[src/rtl/tsv_link_arbiter_if.sv]
// tsv_link_arbiter_if: requester handshake and TSV beat bundle for
// tsv_link_arbiter. The master modport is the requester / receiving-layer
// side; the slave modport is the arbiter itself.
// Optional: TSV_LINK_PARITY_EN adds the tsv_par beat-parity signal.
interface tsv_link_arbiter_if #(
  parameter int NREQ  = 4,
  parameter int DW    = 8,
  parameter int LANES = 4
);
  localparam int IDW = $clog2(NREQ);

  logic [NREQ-1:0]    req_valid;
  logic [NREQ*DW-1:0] req_data;
  logic [NREQ-1:0]    req_ready;
  logic               tsv_stall;
  logic               tsv_valid;
  logic               tsv_sof;
  logic [IDW-1:0]     tsv_id;
  logic [LANES-1:0]   tsv_data;
  logic               busy;
`ifdef TSV_LINK_PARITY_EN
  logic               tsv_par;

  modport master (
    output req_valid, req_data, tsv_stall,
    input  req_ready, tsv_valid, tsv_sof, tsv_id, tsv_data, busy, tsv_par
  );

  modport slave (
    input  req_valid, req_data, tsv_stall,
    output req_ready, tsv_valid, tsv_sof, tsv_id, tsv_data, busy, tsv_par
  );
`else
  modport master (
    output req_valid, req_data, tsv_stall,
    input  req_ready, tsv_valid, tsv_sof, tsv_id, tsv_data, busy
  );

  modport slave (
    input  req_valid, req_data, tsv_stall,
    output req_ready, tsv_valid, tsv_sof, tsv_id, tsv_data, busy
  );
`endif
endinterface

[src/rtl/tsv_link_arbiter.sv]
// tsv_link_arbiter: round-robin arbiter that serialises one DW-bit payload
// per frame over LANES TSV lanes, LSB slice first, tagged with the requester
// ID and a start-of-frame flag.
// Optional: TSV_LINK_PARITY_EN adds tsv_par, the XOR of each beat's lanes.
//
// state  | meaning
// -------+------------------------------------------------------------
// S_IDLE | no frame on the lanes; any valid requester is granted now
// S_SEND | frame in flight; a new grant only on an unstalled last beat
module tsv_link_arbiter #(
  parameter int NREQ  = 4,
  parameter int DW    = 8,
  parameter int LANES = 4
) (
  input  logic clk1,
  input  logic rst,
  tsv_link_arbiter_if.slave bus
);
  localparam int IDW   = $clog2(NREQ);
  localparam int BEATS = DW / LANES;
  localparam int BW    = (BEATS > 1) ? $clog2(BEATS) : 1;

  typedef enum logic {S_IDLE = 1'b0, S_SEND = 1'b1} state_t;

  state_t           r_state, w_state_nxt;
  logic [IDW-1:0]   r_ptr;
  logic [IDW-1:0]   r_id;
  logic [BW-1:0]    r_beat;
  logic [DW-1:0]    r_shift;
  logic             r_valid;
  logic             r_sof;
  logic [LANES-1:0] r_data;

  logic [IDW-1:0]   w_winner;
  logic [IDW-1:0]   w_cand;
  logic             w_found;
  logic             w_last;
  logic             w_slot_open;
  logic             w_accept;
  logic [NREQ-1:0]  w_ready;
  logic [DW-1:0]    w_payload;
  logic [DW-1:0]    w_shift_nxt;

  // Round-robin search from r_ptr; descending loop so the closest candidate wins.
  always_comb begin
    w_winner = '0;
    w_found  = 1'b0;
    w_cand   = '0;
    for (int k = NREQ - 1; k >= 0; k--) begin
      w_cand = r_ptr + IDW'(k);
      if (bus.req_valid[w_cand]) begin
        w_winner = w_cand;
        w_found  = 1'b1;
      end
    end
  end

  assign w_last      = (r_beat == BW'(BEATS - 1));
  assign w_slot_open = (r_state == S_IDLE) || (w_last && !bus.tsv_stall);
  assign w_accept    = w_found && w_slot_open;
  assign w_payload   = bus.req_data[w_winner*DW +: DW];
  assign w_shift_nxt = r_shift >> LANES;

  // Next state and grant; a grant on the last beat chains frames without a bubble.
  always_comb begin
    w_state_nxt = r_state;
    w_ready     = '0;
    case (r_state)
      S_IDLE: begin
        if (w_found) begin
          w_ready[w_winner] = 1'b1;
          w_state_nxt       = S_SEND;
        end
      end
      S_SEND: begin
        if (w_last && !bus.tsv_stall) begin
          if (w_found) begin
            w_ready[w_winner] = 1'b1;
            w_state_nxt       = S_SEND;
          end else begin
            w_state_nxt = S_IDLE;
          end
        end
      end
      default: w_state_nxt = S_IDLE;
    endcase
  end

  // State register.
  always_ff @(posedge clk1) begin
    if (rst) r_state <= S_IDLE;
    else     r_state <= w_state_nxt;
  end

  // Datapath: load on accept, shift one slice per unstalled beat, hold otherwise.
  always_ff @(posedge clk1) begin
    if (rst) begin
      r_ptr   <= '0;
      r_id    <= '0;
      r_beat  <= '0;
      r_shift <= '0;
      r_valid <= 1'b0;
      r_sof   <= 1'b0;
      r_data  <= '0;
    end else if (w_accept) begin
      r_shift <= w_payload;
      r_id    <= w_winner;
      r_beat  <= '0;
      r_ptr   <= w_winner + 1'b1;
      r_valid <= 1'b1;
      r_sof   <= 1'b1;
      r_data  <= w_payload[LANES-1:0];
    end else if (r_state == S_SEND && !bus.tsv_stall) begin
      r_sof <= 1'b0;
      if (!w_last) begin
        r_beat  <= r_beat + 1'b1;
        r_shift <= w_shift_nxt;
        r_data  <= w_shift_nxt[LANES-1:0];
      end else begin
        r_valid <= 1'b0;
      end
    end
  end

`ifdef TSV_LINK_PARITY_EN
  logic r_par;

  // Beat parity tracks r_data load-for-load so it holds exactly when the data holds.
  always_ff @(posedge clk1) begin
    if (rst) begin
      r_par <= 1'b0;
    end else if (w_accept) begin
      r_par <= ^w_payload[LANES-1:0];
    end else if (r_state == S_SEND && !bus.tsv_stall && !w_last) begin
      r_par <= ^w_shift_nxt[LANES-1:0];
    end
  end

  assign bus.tsv_par = r_par;
`endif

  assign bus.req_ready = w_ready;
  assign bus.tsv_valid = r_valid;
  assign bus.tsv_sof   = r_sof;
  assign bus.tsv_id    = r_id;
  assign bus.tsv_data  = r_data;
  assign bus.busy      = (r_state == S_SEND);
endmodule
[src/flat_wrapper.sv]
// flat-port wrapper written by rule: the top's interface ports become plain ports
module tsv_link_arbiter_flat 
#(
  parameter int NREQ  = 4,
  parameter int DW    = 8,
  parameter int LANES = 4
)
  (clk1, rst, bus_req_valid, bus_req_data, bus_tsv_stall, bus_req_ready, bus_tsv_valid, bus_tsv_sof, bus_tsv_id, bus_tsv_data, bus_busy);
  tsv_link_arbiter_if #(.NREQ(NREQ), .DW(DW), .LANES(LANES)) bus_i ();
  input  logic clk1;
  input  logic rst;
  input wire logic [$bits(bus_i.req_valid)-1:0] bus_req_valid;
  input wire logic [$bits(bus_i.req_data)-1:0] bus_req_data;
  input wire logic [$bits(bus_i.tsv_stall)-1:0] bus_tsv_stall;
  output wire logic [$bits(bus_i.req_ready)-1:0] bus_req_ready;
  output wire logic [$bits(bus_i.tsv_valid)-1:0] bus_tsv_valid;
  output wire logic [$bits(bus_i.tsv_sof)-1:0] bus_tsv_sof;
  output wire logic [$bits(bus_i.tsv_id)-1:0] bus_tsv_id;
  output wire logic [$bits(bus_i.tsv_data)-1:0] bus_tsv_data;
  output wire logic [$bits(bus_i.busy)-1:0] bus_busy;
  assign bus_i.req_valid = bus_req_valid;
  assign bus_i.req_data = bus_req_data;
  assign bus_i.tsv_stall = bus_tsv_stall;
  assign bus_req_ready = bus_i.req_ready;
  assign bus_tsv_valid = bus_i.tsv_valid;
  assign bus_tsv_sof = bus_i.tsv_sof;
  assign bus_tsv_id = bus_i.tsv_id;
  assign bus_tsv_data = bus_i.tsv_data;
  assign bus_busy = bus_i.busy;
  tsv_link_arbiter #(.NREQ(NREQ), .DW(DW), .LANES(LANES)) u_core (.clk1(clk1), .rst(rst), .bus(bus_i));
endmodule
[config.mk]
export PLATFORM = sky130hd
export DESIGN_NAME = tsv_link_arbiter_flat
export DESIGN_NICKNAME = d
export VERILOG_FILES = /design/src/rtl/tsv_link_arbiter_if.sv /design/src/rtl/tsv_link_arbiter.sv /design/src/flat_wrapper.sv
export SDC_FILE = /design/constraint.sdc
export NUM_CORES = 1
export LEC_CHECK = 0
export BUFFER_PORTS_ARGS = -buffer_cell sky130_fd_sc_hd__buf_2
export CORE_ASPECT_RATIO = 1.5
export CORE_UTILIZATION = 45
export CTS_CLUSTER_DIAMETER = 100
export DETAILED_ROUTE_END_ITERATION = 6
export MAX_ROUTING_LAYER = met4
export PLACE_DENSITY = 0.78
export REMOVE_ABC_BUFFERS = 1
export SETUP_SLACK_MARGIN = 0.15
export SYNTH_ARGS = -nofsm -noshare
export SYNTH_HDL_FRONTEND = slang
export SYNTH_SLANG_ARGS = --single-unit
[constraint.sdc]
create_clock -name clk1 -period 2.6 [get_ports clk1]
set_input_delay 0.52 -clock clk1 [delete_from_list [all_inputs] [get_ports clk1]]
set_output_delay 0.52 -clock clk1 [all_outputs]
set_load 0.1 [all_outputs]
==> impl_metrics.json, run 1 <==
{
  "outcome": "finished, final reports clean",
  "tightestPinTransition_ns": 0.539,
  "power_frac_comb_pct": 48.9,
  "ys_async_sr_fraction_pct": 0,
  "synth_largest_area_cell": "sky130_fd_sc_hd__dfxtp_1",
  "layout_setup_ws_ns": 0.171,
  "finish.utilization_pct": 66.4,
  "fp.dieArea_um2": 2580,
  "path_clk_slew_ns": 0.09,
  "area_delta_synth_final_pct": 38.4,
  "via_density": 5.68,
  "layout_commonest_cell": "sky130_fd_sc_hd__buf_2",
  "via_count_of_the_first_global_routing_pass": 1064,
  "terminus_of_the_critical_flop_to_flop_path": "u_core.bus.tsv_data[1]",
  "place.gp.congestion": 0.873,
  "grtUsageTotal_pct": 22.3,
  "h-tree-depth": 1,
  "clock_tree.root_cell": "sky130_fd_sc_hd__clkbuf_4",
  "switching_share_pct": 43.2,
  "max_freq_mhz": 412,
  "yosys_warn_count": 0,
  "yosys-top-cells-area": "sky130_fd_sc_hd__dfxtp_1 30%, sky130_fd_sc_hd__mux2i_1 9.3%, sky130_fd_sc_hd__nand2_1 8.1%",
  "drt_drc_violations_left": 0,
  "crit_path_start_kind": "input port",
  "crit_path_max_incr_delay_ns": 0.57,
  "endpoint_kind": "output pin",
  "pwr-share-seq_pct": 32.8,
  "cts_tree": "yes",
  "power-per-cell-area_nw_per_um2": 599,
  "floorplan.io_pins": 52,
  "fp.coreArea_um2": 2230,
  "nets": 228,
  "timing.final.max_slew_violations": 0,
  "crit_chain": "buf_4 -> nor2b_1 -> or4b_4 -> nand2_4 -> nand2_4 -> nor3_4 -> buf_12",
  "cp_data_required_time_ns": 2.08,
  "synth_area_per_cell_um2": 7.99,
  "num_vias": 1198,
  "synth-seq-area-share_pct": 29.9,
  "syn-cell-area_um2": 1070,
  "holdPathStages": 2,
  "maximum_number_of_pins_on_one_net_before_global_route_repair": 13,
  "clock_skew_ns": 0.000985,
  "worst_reg2reg_path_startpoint": "u_core.r_ptr[0]",
  "antenna_found_initial": 0,
  "critPathSlowestCell": "sky130_fd_sc_hd__or4b_4",
  "switching_power_mw": 0.384,
  "maximum_count_of_clock_buffers_along_a_single_path": 2,
  "number_of_buffers_inserted_for_hold_repair_after_clock_tree_synthesis": 0,
  "post_route_cells_drive_above_1_share_pct": 43.6,
  "critical_path.top_delay_family": "simple AND/OR/NAND/NOR gates",
  "diodes": 0,
  "timing.hold.worst_endpoint": "u_core.bus.tsv_id[1]",
  "finalSetupViolations": 0,
  "placement_rows": 21,
  "min_from": "u_core.bus.tsv_id[1]",
  "critical_path.max_fanout": 4,
  "leakage_nw": 0.709,
  "tritoncts.num_buffers": 3,
  "startpoint": "bus_req_valid[0]",
  "final_period_minus_worst_setup_slack_ns": 2.43,
  "layout_common_cells": "46 x sky130_fd_sc_hd__buf_2, 22 x sky130_fd_sc_hd__nand2_1, 15 x sky130_fd_sc_hd__dfxtp_1, 10 x sky130_fd_sc_hd__mux2i_1, 10 x sky130_fd_sc_hd__buf_4",
  "number_of_cells_traversed_by_the_worst_register_to_register_path": 6,
  "synth_ff_type": "sky130_fd_sc_hd__dfxtp_1",
  "detailedPlacementHpwl_um": 2140,
  "synthDistinctLibCells": 36,
  "criticalPathCategory": "input port to output pin",
  "cpMostUsedCell": "sky130_fd_sc_hd__nand2_4",
  "dp_slack_ns": 0.0418,
  "synth_cells": 134,
  "holdCritPathClass": "register to register",
  "final_hold_viol_count": 0,
  "grt_setup_unrepaired": "false",
  "flip_flop_and_latch_count_after_synthesis": 16,
  "synth-edff-count": 0,
  "timing.critical_path.buf_inv": 2,
  "antenna_violating_nets_post_route": 0,
  "grt_first_pass_wirelength_um": 4410,
  "regToRegSetupSlack_ns": 0.71,
  "crit_arrival_ns": 1.91,
  "postRouteWirelength_um": 2720,
  "insertion_delay_ns": 0.28,
  "p_clk_share_pct": 18.3,
  "overflow": 0,
  "period_share_pct": 93.4,
  "cts_num_sinks": 16,
  "avgRoutedWirePerCell_um": 12.9,
  "vdd_ir_drop_max_mv": 0.305,
  "drt-initial-drc-count": 27,
  "floorplan.initialDensity_pct": 48.0,
  "slew_headroom_pct": 64.1,
  "cell_internal_pwr_mw": 0.504,
  "drtPass1Iterations": 4,
  "number_of_port_buffers": 51,
  "post-synth-top-area-fraction_pct": 29.9,
  "max_cap_viol_count": 0,
  "die_w_um": 41.8,
  "die_h_um": 61.8,
  "tns_ns": 0
}
==> sequential cells by signal, indices dropped and copies added, names as in the netlist <==
register,flops
u_core.bus.busy,1
u_core.bus.tsv_valid,1
u_core.r_ptr,2
u_core.bus.tsv_sof,1
u_core.r_shift,5
u_core.bus.tsv_id,2
u_core.bus.tsv_data,3
u_core.r_beat,1
==> cell type report <==
cell class / count / area (µm²)
fill: 196 / 751
multi-input combinational: 105 / 708
timing repair buffer: 60 / 377
sequential: 16 / 322
clock buffer: 4 / 36.3
tap: 23 / 28.8
inverter: 3 / 11.3
==> stage by stage <==
stage	cells	instance area [µm²]	total power, mW	hold slack [ns]
final	211	1480	0.888	0.459
after global routing	211	1480	0.939	0.506
after CTS	210	1440	0.878	0.461
after detailed placement	206	1390	0.712	0.448
after global placement	206	1390	0.704	0.446
after floorplan	124	1000	0.590	0.424
==> worst reg2reg max path, cell delays in order, from the launching register on <==
cell and delay (ns):
sky130_fd_sc_hd__dfxtp_2 0.38, sky130_fd_sc_hd__nor2b_1 0.07, sky130_fd_sc_hd__or4_4 0.52, sky130_fd_sc_hd__buf_4 0.18, sky130_fd_sc_hd__and3_2 0.20, sky130_fd_sc_hd__o311ai_1 0.27
sky130_fd_sc_hd__o311ai_1 0.16
==> cell families after synthesis <==
family	count (synthesis)	share of synthesized area [%]
AND/OR/NAND/NOR	54	26.6
AO/OA/AOI/OAI	40	25.8
flip-flops	16	29.9
buffers and inverters	13	7.48
multiplexers	10	9.35
XOR/XNOR	1	0.818
==> power by group through the flow <==
| stage | registers (mW) | clock network (mW) | logic (mW) |
|---|---|---|---|
| after detailed placement | 0.296 | 0 | 0.416 |
| after floorplan | 0.406 | 0 | 0.184 |
| after CTS | 0.290 | 0.167 | 0.421 |
| after global routing | 0.296 | 0.182 | 0.462 |
| after global placement | 0.295 | 0 | 0.409 |
| final | 0.291 | 0.163 | 0.435 |
==> worst max path at each step <==
stage,end,slack [ns],cells past startpoint
finish,bus_req_ready[3],0.17,7
global route,bus_req_ready[3],0.14,7
CTS,bus_req_ready[3],0.12,6
detailed placement,bus_req_ready[3],0.04,7
global placement,bus_req_ready[3],0.08,7
floorplan,bus_req_ready[3],-1.47,5
==> cell usage after synthesis (3+ instances only) <==
cell and count:
sky130_fd_sc_hd__dfxtp_1 16, sky130_fd_sc_hd__inv_1 3, sky130_fd_sc_hd__nor2b_1 3, sky130_fd_sc_hd__o221ai_1 5
sky130_fd_sc_hd__mux2i_1 10, sky130_fd_sc_hd__a21oi_1 9, sky130_fd_sc_hd__and3_2 4, sky130_fd_sc_hd__o311ai_1 6
sky130_fd_sc_hd__a21boi_0 3, sky130_fd_sc_hd__buf_4 4, sky130_fd_sc_hd__o31ai_1 3, sky130_fd_sc_hd__nand2_1 23
sky130_fd_sc_hd__nor2_1 10, sky130_fd_sc_hd__o21ai_0 7
==> routing by layer <==
layer	share of wire, %	track usage, %	vias to the layer above
met5	0	-	-
met2	55	43.5	50
li1	-	-	596
met4	0.77	7.83	0
met3	5.2	3.18	2
met1	39	22.8	550
==> timing repair <==
| item | in CTS | in global routing |
|---|---|---|
| buffers inserted | 0 | 1 |
| pin swaps | 0 | 4 |
| endpoints found under the setup margin | 3 | 4 |
| gates resized for setup | 4 | 9 |
Power figures use the tool's default switching activity.
==> run 2, diff against run 1 <==
- CORE_MARGIN: not set -> 5
- clock period: 2.6 -> 2.3 ns (I/O delays scaled with it)
==> impl_metrics.json, run 2 (synthesis results as in run 1) <==
{
  "post_route_cells_drive_above_1_share_pct": 47.2,
  "nets": 237,
  "via_count_of_the_first_global_routing_pass": 1287,
  "die_h_um": 69.8,
  "timing.critical_path.buf_inv": 2,
  "outcome": "finished, final reports clean",
  "number_of_port_buffers": 51,
  "layout_common_cells": "45 x sky130_fd_sc_hd__buf_2, 22 x sky130_fd_sc_hd__nand2_1, 18 x sky130_fd_sc_hd__buf_4, 14 x sky130_fd_sc_hd__dfxtp_1",
  "regToRegSetupSlack_ns": 0.31,
  "flip_flop_count_of_the_largest_register_after_layout": 5,
  "power-per-cell-area_nw_per_um2": 657,
  "critical_path.max_fanout": 4,
  "dpl_cell_area_um2": 1440,
  "cp_data_required_time_ns": 1.84,
  "layout_commonest_cell": "sky130_fd_sc_hd__buf_2",
  "pwr-share-seq_pct": 32.0,
  "grtUsageTotal_pct": 19.3,
  "clock_skew_ns": 0.000607,
  "timing.final.max_slew_violations": 0,
  "power_frac_comb_pct": 49.9,
  "drtPass1Iterations": 4,
  "crit_chain": "buf_8 -> nor2b_4 -> or4b_4 -> and2_4 -> and3_2 -> buf_12",
  "max_cap_viol_count": 0,
  "final_period_minus_worst_setup_slack_ns": 2.26,
  "cts_tree": "yes",
  "drt_drc_violations_left": 0,
  "period_share_pct": 98.3,
  "tightestPinTransition_ns": 0.507,
  "worst_reg2reg_path_startpoint": "u_core.r_ptr[0]",
  "tritoncts.num_buffers": 3,
  "terminus_of_the_critical_flop_to_flop_path": "u_core.bus.tsv_data[2]",
  "switching_power_mw": 0.445,
  "slew_headroom_pct": 65.8,
  "critPathSlowestCell": "sky130_fd_sc_hd__or4b_4",
  "endpoint_kind": "output pin",
  "criticalPathCategory": "input port to output pin",
  "startpoint": "bus_req_valid[0]",
  "seqCellArea_um2": 325,
  "postRouteWirelength_um": 3180,
  "area_of_combinational_cells_with_multiple_inputs_um2": 712,
  "finalHoldWorstSlack_ns": 0.460,
  "avgRoutedWirePerCell_um": 14.4,
  "area_delta_synth_final_pct": 47.2,
  "holdPathStages": 2,
  "cts_num_sinks": 16,
  "fp.dieArea_um2": 3480,
  "cp.depth": 6,
  "final_hold_viol_count": 0,
  "antenna_found_initial": 0,
  "drt-initial-drc-count": 37,
  "num_vias": 1255,
  "crit_path_max_incr_delay_ns": 0.57,
  "holdCritPathClass": "input port to register",
  "maximum_count_of_clock_buffers_along_a_single_path": 2,
  "leakage_nw": 0.763,
  "grt_first_pass_wirelength_um": 5360,
  "max_freq_mhz": 442,
  "cell_internal_pwr_mw": 0.591,
  "largest_register": "u_core.r_shift",
  "final_design_area_no_fill_um2": 1580,
  "place.gp.congestion": 0.807,
  "finalSetupViolations": 0,
  "die_w_um": 49.8,
  "via_density": 5.70,
  "crit_path_start_kind": "input port",
  "placement_rows": 21,
  "detailedPlacementHpwl_um": 2480,
  "number_of_buffers_inserted_for_hold_repair_after_clock_tree_synthesis": 0,
  "fillers": 175,
  "overflow": 0,
  "floorplan.io_pins": 52,
  "h-tree-depth": 1,
  "switching_share_pct": 42.9,
  "critical_path.top_delay_family": "simple AND/OR/NAND/NOR gates",
  "cp-endpoint": "bus_req_ready[2]",
  "path_clk_slew_ns": 0.09,
  "insertion_delay_ns": 0.29,
  "p_clk_share_pct": 18.1,
  "number_of_cells_traversed_by_the_worst_register_to_register_path": 7,
  "maximum_number_of_pins_on_one_net_before_global_route_repair": 13,
  "crit_arrival_ns": 1.80,
  "clock_tree.root_cell": "sky130_fd_sc_hd__clkbuf_4",
  "vdd_ir_drop_max_mv": 0.463,
  "fp.coreArea_um2": 2260,
  "grt_setup_unrepaired": "true",
  "floorplan.initialDensity_pct": 47.4,
  "tns_ns": 0,
  "antenna_violating_nets_post_route": 0,
  "diodes": 0
}
run 2: worst min path at each step:
stage / from / endpoint / slack [ns]
after global routing: bus_req_data[7] / u_core.r_shift[7] / 0.47
after CTS: rst / u_core.bus.tsv_id[0] / 0.46
after detailed placement: u_core.r_shift[6] / u_core.r_shift[6] / 0.45
after floorplan: u_core.r_shift[7] / u_core.r_shift[7] / 0.42
final: rst / u_core.r_ptr[1] / 0.46
after global placement: u_core.bus.tsv_id[0] / u_core.bus.tsv_id[0] / 0.44
run 2: layout make-up:
| type | instances | area share [%] |
|---|---|---|
| Multi-Input combinational cell | 105 | 45.2 |
| Timing Repair Buffer | 69 | 29.4 |
| Sequential cell | 16 | 20.6 |
| Clock buffer | 4 | 2.30 |
| Tap cell | 23 | 1.83 |
| Inverter | 3 | 0.714 |
run 2: worst register-to-register path, cell delays in order, from the launching register on:
cell                       delay, ns
sky130_fd_sc_hd__dfxtp_4        0.37
sky130_fd_sc_hd__nor2b_4        0.04
sky130_fd_sc_hd__or4b_4         0.52
sky130_fd_sc_hd__buf_4          0.16
sky130_fd_sc_hd__buf_4          0.14
sky130_fd_sc_hd__and3_2         0.21
sky130_fd_sc_hd__o311ai_1       0.28
sky130_fd_sc_hd__o311ai_1       0.15
run 2: per-layer routing:
metal | track usage, % | vias to the layer above | wire (µm)
li1 | - | 617 | -
met1 | 19.3 | 572 | 1120
met2 | 34.3 | 59 | 1770
met3 | 3.23 | 7 | 213
met4 | 10.2 | 0 | 70
met5 | - | - | 0
run 2: repair_timing:
item                       in CTS  in global routing
setup endpoints to repair       4                  4
pin swaps                       4                  1
setup buffers                   3                  0
gates resized for setup        13                  8
run 2: power by group through the flow:
stage | registers [mW] | clock network [mW] | logic [mW]
floorplan | 0.459 | 0 | 0.208
global placement | 0.333 | 0 | 0.477
detailed placement | 0.335 | 0 | 0.487
CTS | 0.330 | 0.191 | 0.507
global route | 0.336 | 0.203 | 0.548
finish | 0.331 | 0.188 | 0.517
run 2: metrics by stage:
step	setup WS (ns)	util, %	std cells	power [mW]
2_1_floorplan	-1.65	-	124	0.667
3_5_place_dp	-0.108	63.9	213	0.822
3_3_place_gp	-0.0611	63.9	213	0.811
5_1_grt	0.00134	69.8	220	1.09
4_1_cts	0.00407	68.5	220	1.03
6_report	0.0390	69.8	220	1.04
==> run 3, diff against run 2 <==
- PLACE_DENSITY: 0.78 -> not set
- PLACE_DENSITY_LB_ADDON: not set -> 0.05
==> impl_metrics.json, run 3 (synthesis results as in run 1) <==
{
  "outcome": "finished, final reports clean",
  "fillers": 186,
  "area_delta_synth_final_pct": 53.2,
  "period_share_pct": 99.5,
  "startpoint": "bus_req_valid[0]",
  "fp.coreArea_um2": 2260,
  "final_hold_viol_count": 0,
  "layout_setup_ws_ns": 0.0115,
  "layout_common_cells": "43 x sky130_fd_sc_hd__buf_2, 22 x sky130_fd_sc_hd__nand2_1, 20 x sky130_fd_sc_hd__buf_4, 14 x sky130_fd_sc_hd__dfxtp_1, 10 x sky130_fd_sc_hd__mux2i_1",
  "cts_num_sinks": 16,
  "grtUsageTotal_pct": 19.0,
  "seqCellArea_um2": 325,
  "post_route_cells_drive_above_1_share_pct": 49.5,
  "via_count_of_the_first_global_routing_pass": 1251,
  "final_period_minus_worst_setup_slack_ns": 2.29,
  "die_h_um": 69.8,
  "tritoncts.num_buffers": 3,
  "maximum_count_of_clock_buffers_along_a_single_path": 2,
  "vdd_ir_drop_max_mv": 0.387,
  "num_vias": 1255,
  "diodes": 0,
  "holdCritPathClass": "input port to register",
  "tns_ns": 0,
  "tightestPinTransition_ns": 0.516,
  "max_freq_mhz": 437,
  "cts_tree": "yes",
  "worst_reg2reg_path_startpoint": "u_core.r_ptr[0]",
  "final_design_area_no_fill_um2": 1640,
  "path_clk_slew_ns": 0.10,
  "overflow": 0,
  "h-tree-depth": 1,
  "min_from": "bus_req_data[15]",
  "dp_slack_ns": -0.0886,
  "dpl_cell_area_um2": 1440,
  "detailedPlacementHpwl_um": 2410,
  "crit_arrival_ns": 1.83,
  "insertion_delay_ns": 0.29,
  "fp.dieArea_um2": 3480,
  "placement_rows": 21,
  "maximum_number_of_pins_on_one_net_before_global_route_repair": 13,
  "leakage_nw": 0.784,
  "clock_skew_ns": 0.00414,
  "antenna_found_initial": 0,
  "postRouteWirelength_um": 3200,
  "avgRoutedWirePerCell_um": 14.3,
  "timing.final.max_slew_violations": 0,
  "finalSetupViolations": 0,
  "grt_first_pass_wirelength_um": 5300,
  "max_cap_viol_count": 0,
  "final_cells": 223,
  "place.gp.congestion": 0.826,
  "finish.utilization_pct": 72.6,
  "critical_path.max_fanout": 4,
  "grt_setup_unrepaired": "true",
  "drtPass1Iterations": 4,
  "area_of_combinational_cells_with_multiple_inputs_um2": 741,
  "power_mw": 1.06,
  "endpoint_kind": "output pin",
  "flip_flop_count_of_the_largest_register_after_layout": 5,
  "crit_path_start_kind": "input port",
  "die_w_um": 49.8,
  "via_density": 5.63,
  "dpl.cell_count": 213,
  "finalHoldWorstSlack_ns": 0.456,
  "floorplan.io_pins": 52,
  "number_of_port_buffers": 51,
  "cp_data_required_time_ns": 1.84,
  "slew_headroom_pct": 65.2,
  "drt-initial-drc-count": 21,
  "criticalPathCategory": "input port to output pin",
  "layout_commonest_cell": "sky130_fd_sc_hd__buf_2",
  "drt_drc_violations_left": 0,
  "nets": 240,
  "floorplan.initialDensity_pct": 47.4,
  "number_of_buffers_inserted_for_hold_repair_after_clock_tree_synthesis": 0,
  "power-per-cell-area_nw_per_um2": 646,
  "largest_register": "u_core.r_shift",
  "antenna_violating_nets_post_route": 0,
  "clock_tree.root_cell": "sky130_fd_sc_hd__clkbuf_4"
}
## run 3: path summary, 6_finish.rpt
path	cells past startpoint	slack, ns	to
setup / recovery	7	0.01	bus_req_ready[2]
hold / removal	3	0.46	u_core.r_shift[7]
setup reg to reg	8	0.25	u_core.bus.tsv_data[2]
hold reg to reg	2	0.48	u_core.bus.tsv_data[1]
## run 3: critical path, stage by stage
cell	delay (ns)
sky130_fd_sc_hd__buf_6	0.10
sky130_fd_sc_hd__nor2b_4	0.11
sky130_fd_sc_hd__or4b_4	0.56
sky130_fd_sc_hd__buf_6	0.14
sky130_fd_sc_hd__and2_4	0.13
sky130_fd_sc_hd__and3_4	0.17
sky130_fd_sc_hd__buf_12	0.16
## run 3: layout make-up
class,count,share of cell area [%]
sequential,16,19.8
tap,23,1.75
timing repair buffer,72,30.4
clock buffer,4,2.21
inverter,3,0.687
multi-input combinational,105,45.2
## run 3: what timing repair did
item,4_1_cts,5_1_grt
endpoints found under the setup margin,4,4
pin swaps,6,4
buffers inserted,4,2
resized for setup,19,11
hold endpoints to repair,0,0
## run 3: metal layers
metal  part of all wire [%]  track usage [%]  vias up  wire length (µm)
met3                    5.8             3.44        2               186
met2                     52             31.6       48              1660
met1                     42             21.2      585              1330
li1                       -                -      620                 -
met4                   0.69             9.62        0                22
met5                      0                -        -                 0
## run 3: where the power goes
group | total, mW | internal, mW | switching, mW
sequential | 0.330 | 0.310 | 0.0207
combinational | 0.537 | 0.198 | 0.339
clock | 0.192 | 0.0964 | 0.0959
